<file path="src/rtl/matrix_result_reader.sv">
// rtl/matrix_result_reader.sv - walks the N x N result matrix row-major and shows each element on the LEDs
// Optional build macro: RESULT_LED_SAT_EN (saturate elements above 255 to 8'hFF instead of truncating).
module matrix_result_reader #(
    parameter int DATA_WIDTH = 8,
    parameter int N          = 10,
    parameter int ACC_WIDTH  = 20,
    parameter int DWELL      = 50_000_000,
    parameter int ADDR_W     = 7
) (
    input  logic                 clk,
    input  logic                 rst,
    input  logic                 done,
    output logic                 rd_en,
    output logic [ADDR_W-1:0]    rd_addr,
    input  logic [ACC_WIDTH-1:0] rd_data,
    output logic [7:0]           LED,
    output logic                 busy,
    output logic                 fin
);

    localparam int                CNT_W     = (DWELL > 1) ? $clog2(DWELL) : 1;
    localparam logic [CNT_W-1:0]  CNT_LAST  = CNT_W'(DWELL - 1);
    localparam logic [ADDR_W-1:0] ADDR_LAST = ADDR_W'(N * N - 1);

    if (ACC_WIDTH < 2 * DATA_WIDTH + 1 || ACC_WIDTH < 8) begin : g_bad_acc_width
        $error("ACC_WIDTH too narrow for the multiplier result");
    end
    if ((1 << ADDR_W) < N * N) begin : g_bad_addr_width
        $error("ADDR_W cannot address N*N elements");
    end

    typedef enum logic [2:0] {
        S_IDLE,
        S_REQ,
        S_WAIT,
        S_SHOW,
        S_FIN
    } state_t;

    state_t             r_state;
    state_t             w_next;
    logic               r_done_q;
    logic [CNT_W-1:0]   r_cnt;
    logic [ADDR_W-1:0]  r_addr;
    logic [7:0]         r_led;
    logic               w_start;
    logic               w_dwell_end;
    logic               w_last_elem;
    logic [7:0]         w_disp;

    assign w_start     = done & ~r_done_q;
    assign w_dwell_end = (r_cnt == CNT_LAST);
    assign w_last_elem = (r_addr == ADDR_LAST);

`ifdef RESULT_LED_SAT_EN
    assign w_disp = (rd_data > ACC_WIDTH'(255)) ? 8'hFF : rd_data[7:0];
`else
    logic w_unused_hi;
    assign w_disp      = rd_data[7:0];
    assign w_unused_hi = ^rd_data[ACC_WIDTH-1:8];
`endif

    always_comb begin
        w_next = r_state;
        case (r_state)
            S_IDLE: if (w_start) w_next = S_REQ;
            S_REQ:  w_next = S_WAIT;
            S_WAIT: w_next = S_SHOW;
            S_SHOW: begin
                if (w_dwell_end) begin
                    w_next = w_last_elem ? S_FIN : S_REQ;
                end
            end
            S_FIN:  if (w_start) w_next = S_REQ;
            default: w_next = S_IDLE;
        endcase
    end

    always_ff @(posedge clk or negedge rst) begin
        if (!rst) begin
            r_state <= S_IDLE;
        end else begin
            r_state <= w_next;
        end
    end

    // rd_data is only trustworthy in WAIT, so that is the single cycle the LED latch opens.
    always_ff @(posedge clk or negedge rst) begin
        if (!rst) begin
            r_done_q <= 1'b0;
            r_cnt    <= '0;
            r_addr   <= '0;
            r_led    <= 8'h00;
        end else begin
            r_done_q <= done;
            case (r_state)
                S_IDLE, S_FIN: begin
                    if (w_start) begin
                        r_addr <= '0;
                    end
                    r_cnt <= '0;
                end
                S_WAIT: begin
                    r_led <= w_disp;
                    r_cnt <= '0;
                end
                S_SHOW: begin
                    if (w_dwell_end) begin
                        r_cnt <= '0;
                        if (!w_last_elem) begin
                            r_addr <= r_addr + 1'b1;
                        end
                    end else begin
                        r_cnt <= r_cnt + 1'b1;
                    end
                end
                default: begin
                    r_cnt <= r_cnt;
                end
            endcase
        end
    end

    assign rd_en   = (r_state == S_REQ);
    assign busy    = (r_state == S_REQ) || (r_state == S_WAIT) || (r_state == S_SHOW);
    assign fin     = (r_state == S_FIN);
    assign rd_addr = r_addr;
    assign LED     = r_led;

endmodule

</file>
<file path="config.mk">
export PLATFORM = sky130hd
export DESIGN_NAME = matrix_result_reader
export DESIGN_NICKNAME = d
export VERILOG_FILES = /design/src/rtl/matrix_result_reader.sv
export SDC_FILE = /design/constraint.sdc
export NUM_CORES = 1
export LEC_CHECK = 0
export CORE_MARGIN = 8
export CORE_UTILIZATION = 25
export DETAILED_ROUTE_END_ITERATION = 8
export HOLD_SLACK_MARGIN = 0.08
export PLACE_DENSITY = 0.45
export SLEW_MARGIN = 40
export SYNTH_ARGS = -nofsm -noshare
export SYNTH_HDL_FRONTEND = slang
export SYNTH_SLANG_ARGS = --single-unit
</file>
<file path="constraint.sdc">
create_clock -name clk -period 2.4 [get_ports clk]
set_clock_uncertainty 0.15 [all_clocks]
set_input_delay 0.24 -clock clk [delete_from_list [all_inputs] [get_ports clk]]
set_output_delay 0.24 -clock clk [all_outputs]
set_load 0.05 [all_outputs]
</file>
# [Word-level counts from Yosys, hierarchy flattened]
# Cells that the tools add are included.
[totals] output_inout_bits=18 regBits=45 in_bits=23
[op_classes] reduce_logical=9 eq_ne=9 mux=10 bitwise=2 add_sub_neg=2
[ops] cell="26-bit one-hot mux with 2 select lines" count=1
[ops] cell="26-bit by 1-bit adder with 26-bit output (second input constant)" count=1
[ops] cell="26-bit equality test (second input constant)" count=1
[ops] cell="26-bit 2-to-1 mux" count=1
[ops] cell="7-bit 2-to-1 mux" count=3
[ops] cell="7-bit one-hot mux with 2 select lines" count=1
[ops] cell="3-bit one-hot mux with 4 select lines" count=1
[ops] cell="3-bit 2-to-1 mux" count=3
[ops] cell="7-bit by 1-bit adder with 7-bit output (second input constant)" count=1
[ops] cell="7-bit equality test (second input constant)" count=1
[ops] cell="3-bit by 2-bit equality test with 1-bit output (second input constant)" count=2
[ops] cell="2-bit inequality test (second input constant)" count=2
[ops] cell="4-bit AND reduction" count=1
[ops] cell="2-bit nonzero test" count=2
[ops] cell="3-bit by 1-bit equality test with 1-bit output (second input constant)" count=1
[ops] cell="3-bit equality test (second input constant)" count=1
[ops] cell="3-bit zero test" count=1
[ops] cell="3-bit OR reduction" count=1
[ops] cell="1-bit logical OR" count=2
[ops] cell="2-bit by 1-bit inequality test with 1-bit output (second input constant)" count=1
[ops] cell="2-bit AND reduction" count=1
[ops] cell="2-bit OR reduction" count=1
[ops] cell="1-bit bitwise AND" count=1
[ops] cell="1-bit NOT" count=1

# [Logic depth before layout (Yosys ltp)]
# Gate-level depths: netlist (run 1).
[logic_depth] ltp_word=4 depth_mapped=8 depth_no_buf=6

# [Worst setup path before layout (run 1)]
# OpenSTA, ideal clock, no wires.
[synth_timing] path_kind="reg2out" start="register r_state[0]" end="output rd_en" path_buffers=0 t_required_ps=2010 slack_ps=452 path_stages_with_launch=3 arrival_time_ps=1558 path_cell_list="dfrtp_1 > inv_1 > nor3_1"
[synth_between] elab_chain_cells=1
[synth_rtl] item="start, declared" line_no="40" text="state_t r_state;"
[synth_rtl] item="start signal, assigned" line_no="83" text="r_state <= w_next;"
[synth_rtl] item="3-bit by 1-bit equality test with 1-bit output" line_no="124" text="assign rd_en = (r_state == S_REQ);"
[synth_rtl] item="end, declared" line_no="13" text="output logic rd_en,"
# No other way between the ends.

# [Final worst setup path (run 1)]
# Same ends and word-level chain as after synthesis.

==> results.ini, run 1 <==
[run_status]
status = finished clean

[drt]
routed_wl_mm = 5.28
drc = 0
drtAntennaViolNets = 0
vias = 1784
drtIter0Drc = 55
firstDrtPassIters = 4
vias_per_cell = 4.82
drt-wirelength-per-cell_um = 14.3

[timing]
finalSetupTns_ns = 0
fin_ws_ns = 0.136
drv_slew = 0
hold_viol = 0
period_minus_slack_ns = 2.26
timing.final.crit_share = 0.943
relSlewSlack = 0.656
tightest_slew_ns = 0.514
final-setup-viol-count = 0
grt_setup_unrepaired = no
max_freq_mhz = 442

[critical_path]
endpoint_kind = primary output
timing.rr.end = r_cnt[23]
critPathRequiredTime_ns = 2.01
reg2reg_slack_ns = 0.31
critPathMaxFanout = 6
crit_arrival_ns = 1.87
critPathLaunchType = register
crit_type = reg -> out
rr_worst_depth = 5
worstReg2RegStart = r_state[1]

[clocking]
max-clock-path-buffers = 2
cts_buffers = 5
htreeDepth = 2
clk_pin_slew_ns = 0.09
cts_tree = done
clock_latency_ns = 0.30
root_buffer = clkbuf_8
cts_setup_buffers = 0
clock-sinks = 45

[die]
core.rowCount = 35
ios = 41
fp.coreArea_sq_um = 9110
die_h_um = 112
die_w_um = 112
die_area_sq_um = 12600
start_util = 0.255

[placement]
dp.cells = 362
place_ws_ns = 0.178
hpwl_mm = 3.84
routabilityCongestion = 0.729
port_buffers = 28

[grt]
grt_pass1_wl_mm = 9.14
grt_start_max_net_pins = 17
grt.overflow.total = 0
antenna_found_initial = 0
first_global_vias = 1798
grt_usage = 0.0892

[power]
ir_drop_mv = 0.511
powerDensity_nw_per_um2 = 837
p_leak_nw = 1.25

[final_layout]
drive_gt1_frac = 0.151
syn_to_final_growth_pct = 23.6
diodes = 0
instances_no_fill = 370
nets = 284

[yosys]
synth_top_area_share = 0.485
netlist_instances = 222
syn_area_sq_um = 2320
netlist_top_cells_area = dfrtp_1 49%, xor2_1 5.3%, mux2_2 4.4%, nor2_1 4.4%, nand3_1 3.9%
ys_warn_count = 0
seq_area_frac_synth = 0.485
ys_ff_latch = 45
synth.distinct_cells = 46
syn_area_per_cell_sq_um = 10.4
synth_top_area_cell = dfrtp_1
syn_nets = 247

[worst_hold_path]
hold_path_class = in -> async

[job]
cap_violations = 0

==> cells in the mapped netlist, drive strengths merged <==
library cell / count
a21boi: 2
a21o: 2
a21oi: 1
a22o: 5
a22oi: 1
a2bb2oi: 1
a31oi: 1
and2: 1
and3: 8
and4: 2
buf: 5
clkbuf: 1
dfrtp: 45
ha: 2
inv: 4
mux2: 10
mux2i: 3
nand2: 20
nand2b: 1
nand3: 21
nand4: 10
nor2: 28
nor2b: 2
nor3: 5
nor4: 2
nor4b: 3
nor4bb: 1
o211ai: 1
o21a: 1
o21ai: 3
o22ai: 4
o311ai: 2
o31ai: 3
or2: 2
or4b: 1
xnor2: 4
xor2: 14
==> layout by cell type, fill, tap and decap left out, types with 2 or more instances in the layout <==
cell              n
clkbuf_8          5
and3_1            5
o31ai_1           3
nand2_1          20
inv_1             4
o311ai_0          2
xnor2_1           4
a21boi_0          2
dfrtp_1          45
nor2_1           27
mux2_2            9
a21o_1            2
nand3_2           3
and3_2            3
nand3_1          18
nor4_4            2
nor2b_1           2
xor2_1           14
buf_4             7
o22ai_1           4
nor4b_1           2
clkdlybuf4s50_1  26
o21ai_0           3
nor3_1            4
mux2i_1           3
nand4_1          10
ha_1              2
a22o_1            5
==> worst max-delay path by stage <==
stage / startpoint / to / slack (ns)
floorplan: r_state[0] / rd_en / 0.45
global placement: r_cnt[0] / r_cnt[21] / 0.21
detailed placement: r_cnt[0] / r_cnt[23] / 0.18
CTS: r_state[1] / fin / 0.05
global route: r_state[0] / rd_en / 0.05
finish: r_state[0] / rd_en / 0.14
==> area by class of cell <==
type	instances	area, sq um
clock buffer	5	68.8
clock inverter	2	35.0
fill	953	6240
inverter	4	15.0
multi-input combinational	167	1140
sequential	45	1130
tap	111	139
timing repair buffer	36	340
==> kinds of logic (layout without fill, tap and decap cells) <==
family,Yosys count,in the layout,synth area share
buffers and inverters,10,47,0.0243
XOR/XNOR,18,18,0.0680
AO/OA/AOI/OAI,27,27,0.0863
multiplexers,13,13,0.0631
AND/OR/NAND/NOR,107,107,0.262
flip-flops,45,45,0.485
adder cells (fa/ha/maj),2,2,0.0108
==> through the flow <==
stage          cell area [sq um]  power, W  hold slack (ns)  utilization
2_1_floorplan               2320   0.00157           -0.206            -
3_3_place_gp                2750   0.00185           0.0209        0.301
3_5_place_dp                2750   0.00186           0.0206        0.301
4_1_cts                     2860   0.00244            0.241        0.314
5_1_grt                     2870   0.00253            0.254        0.315
6_report                    2870   0.00240            0.229        0.315
==> power by group <==
| group | switching, W | leakage (nW) | internal [W] |
|---|---|---|---|
| combinational | 0.000469 | 0.612 | 0.000311 |
| clock | 0.000263 | 0.0540 | 0.000303 |
| sequential | 0.000148 | 0.585 | 0.000903 |
| total | 0.000881 | 1.25 | 0.00152 |
==> sequential cells by signal, summed over array words and instances (netlist names) <==
register  flops
r_cnt        26
r_state       3
LED           8
rd_addr       7
r_done_q      1
==> routing by layer <==
metal / vias to the layer above / global-route usage / share of wire
met5: - / 0 / 0
met4: 0 / 0.0297 / 0.014
met3: 7 / 0.0284 / 0.038
met2: 22 / 0.136 / 0.45
met1: 882 / 0.116 / 0.50
li1: 873 / - / -
==> worst max-delay path: stages, from the launching register on <==
cell and delay (ns):
dfrtp_1 0.43, inv_1 0.11, nor3_1 0.19, clkdlybuf4s50_1 0.85
==> what timing repair did <==
| item | in CTS | in global routing |
|---|---|---|
| endpoints found under the setup margin | 0 | 3 |
| hold endpoints to repair | 33 | 0 |
| resized for setup | 0 | 2 |
| hold buffers | 1 | 0 |
(Power assumes the default switching activity.)
==> run 2, diff against run 1 <==
- TNS_END_PERCENT: not set -> 10
- clock period: 2.4 -> 2.6 ns (I/O delays scaled with it)
==> results.ini, run 2 (synthesized netlist as in run 1, its figures left out) <==
[grt]
grt_usage = 0.0884  ; -0.000762
grt_pass1_wl_mm = 9.34  ; +2.2%
first_global_vias = 1862  ; +3.6%
grt_start_max_net_pins = 22  ; +5
antenna_found_initial = 0  ; unchanged
grt.overflow.total = 0  ; unchanged

[die]
ios = 41  ; unchanged
fp.coreArea_sq_um = 9110  ; unchanged
die_area_sq_um = 12600  ; unchanged
core.rowCount = 35  ; unchanged
start_util = 0.255  ; unchanged
die_h_um = 112  ; unchanged
die_w_um = 112  ; unchanged

[final_layout]
final_common_cell = dfrtp_1
largest_register_ffs = 26  ; unchanged
fin_util = 0.314  ; -0.000687
largest_register = r_cnt
fillCellCount = 968  ; +1.6%
instances_no_fill = 370  ; unchanged
nets = 283  ; -0.35%
diodes = 0  ; unchanged
final_cell_mix = 45 x dfrtp_1, 27 x nor2_1, 27 x clkdlybuf4s50_1
syn_to_final_growth_pct = 23.3
drive_gt1_frac = 0.151  ; unchanged

[clocking]
cts_resized = 0  ; unchanged
cts_hold_buffers = 1  ; unchanged
clk_pin_slew_ns = 0.09  ; about the same
clock-sinks = 45  ; unchanged
max-clock-path-buffers = 2  ; unchanged
root_buffer = clkbuf_8
htreeDepth = 2  ; unchanged
cts_tree = done
clock_latency_ns = 0.30  ; about the same
cts_setup_buffers = 0  ; unchanged
cts_buffers = 5  ; unchanged

[placement]
dp.cells = 361  ; -0.28%
place_ws_ns = 0.468  ; +0.290 ns
port_buffers = 28  ; unchanged
routabilityCongestion = 0.705  ; -3.3%
hpwl_mm = 3.79  ; -1.2%

[timing]
timing.final.crit_share = 0.891
grt_setup_unrepaired = no
final-setup-viol-count = 0  ; unchanged
fin_ws_ns = 0.284  ; +0.149 ns
period_minus_slack_ns = 2.32
relSlewSlack = 0.627  ; -0.0294
hold_viol = 0  ; unchanged
drv_slew = 0  ; unchanged
tightest_slew_ns = 0.560  ; +0.0457 ns
finalSetupTns_ns = 0  ; unchanged
max_freq_mhz = 432

[critical_path]
cpPeakStageDelay_ns = 0.80  ; -0.05 ns
crit_path_top_delay_cell = clkdlybuf4s50_1
crit_type = reg -> out
crit_arrival_ns = 1.91  ; +0.04 ns
path_cells = nor2_1, nand2_1, inv_1, clkdlybuf4s50_1
critPathLaunchType = register
critPathRequiredTime_ns = 2.19  ; +0.18 ns
critPathMaxFanout = 6  ; unchanged
endpoint_kind = primary output

[power]
pwr-share-comb = 0.321  ; -0.005
p_clk_frac = 0.245  ; +0.009
power_switching_w = 0.000834  ; -5.3%
switching_share = 0.372  ; +0.00500
p_seq_frac = 0.434  ; -0.004
total_power_w = 0.00224  ; -6.6%
p_int_w = 0.00141  ; -7.3%
ir_drop_mv = 0.479  ; -6.4%
powerDensity_nw_per_um2 = 783  ; -6.4%
p_leak_nw = 1.23  ; -1.4%

[drt]
drtIter0Drc = 81  ; +47%
vias = 1801  ; +0.95%
routed_wl_mm = 5.20  ; -1.6%
drtAntennaViolNets = 0  ; unchanged
firstDrtPassIters = 4  ; unchanged
drc = 0  ; unchanged
drt-wirelength-per-cell_um = 14.1  ; -1.6%
vias_per_cell = 4.87  ; +0.95%

[run_status]
status = finished clean

[job]
cap_violations = 0  ; unchanged

[worst_hold_path]
hold_path_class = in -> reg

[run 2: cell count changes in the layout (fill, tap and decap cells not counted)]
cell	delta
buf_4	-1
clkdlybuf4s50_1	+1
dlymetal6s2s_1	-1
inv_6	+1
nor2_2	+1
nor2_4	-1
[run 2: power by group through the flow]
stage               clock network (W)  registers, W  logic [W]
detailed placement                  0      0.000988   0.000726
global route                 0.000590       0.00100   0.000768
CTS                          0.000569      0.000974   0.000730
global placement                    0      0.000980   0.000725
floorplan                           0       0.00125   0.000194
finish                       0.000548      0.000973   0.000719
[run 2: path summary, 6_finish.rpt]
kind	cells after the start	slack, ns	end	startpoint
max in group asynchronous	3	1.42	r_cnt[8]	rst
worst min register to register	1	0.37	LED[4]	LED[4]
worst max register to register	6	0.45	rd_addr[0]	r_cnt[0]
min in group asynchronous	2	0.30	r_cnt[17]	rst
worst max-delay path	4	0.28	fin	r_state[1]
worst min-delay path	1	0.27	r_done_q	done
[run 2: layout make-up]
cell class / count / area [sq um] / area share
Tap cell: 111 / 139 / 0.0486
Clock inverter: 3 / 43.8 / 0.0153
Inverter: 4 / 15.0 / 0.00525
Clock buffer: 5 / 68.8 / 0.0241
Timing Repair Buffer: 35 / 330 / 0.115
Multi-Input combinational cell: 167 / 1140 / 0.398
Sequential cell: 45 / 1130 / 0.394
[run 2: routing by layer]
| layer | wire length [um] | GRT usage | up-vias |
|---|---|---|---|
| li1 | - | - | 881 |
| met1 | 2500 | 0.111 | 884 |
| met2 | 2420 | 0.145 | 31 |
| met3 | 236 | 0.0263 | 5 |
| met4 | 40 | 0.0243 | 0 |
| met5 | 0 | 0 | - |
[run 2: critical path, delay by kind of cell (launching register included)]
| kind | cells | cell delay, ns |
|---|---|---|
| flip-flops | 1 | 0.46 |
| AND/OR/NAND/NOR | 2 | 0.29 |
| buffers and inverters | 2 | 0.86 |
[run 2: metrics by stage]
| stage | hold slack (ns) | area [sq um] |
|---|---|---|
| finish | 0.267 | 2860 |
| global placement | 0.0994 | 2740 |
| floorplan | -0.186 | 2320 |
| CTS | 0.259 | 2860 |
| detailed placement | 0.104 | 2740 |
| global route | 0.264 | 2860 |
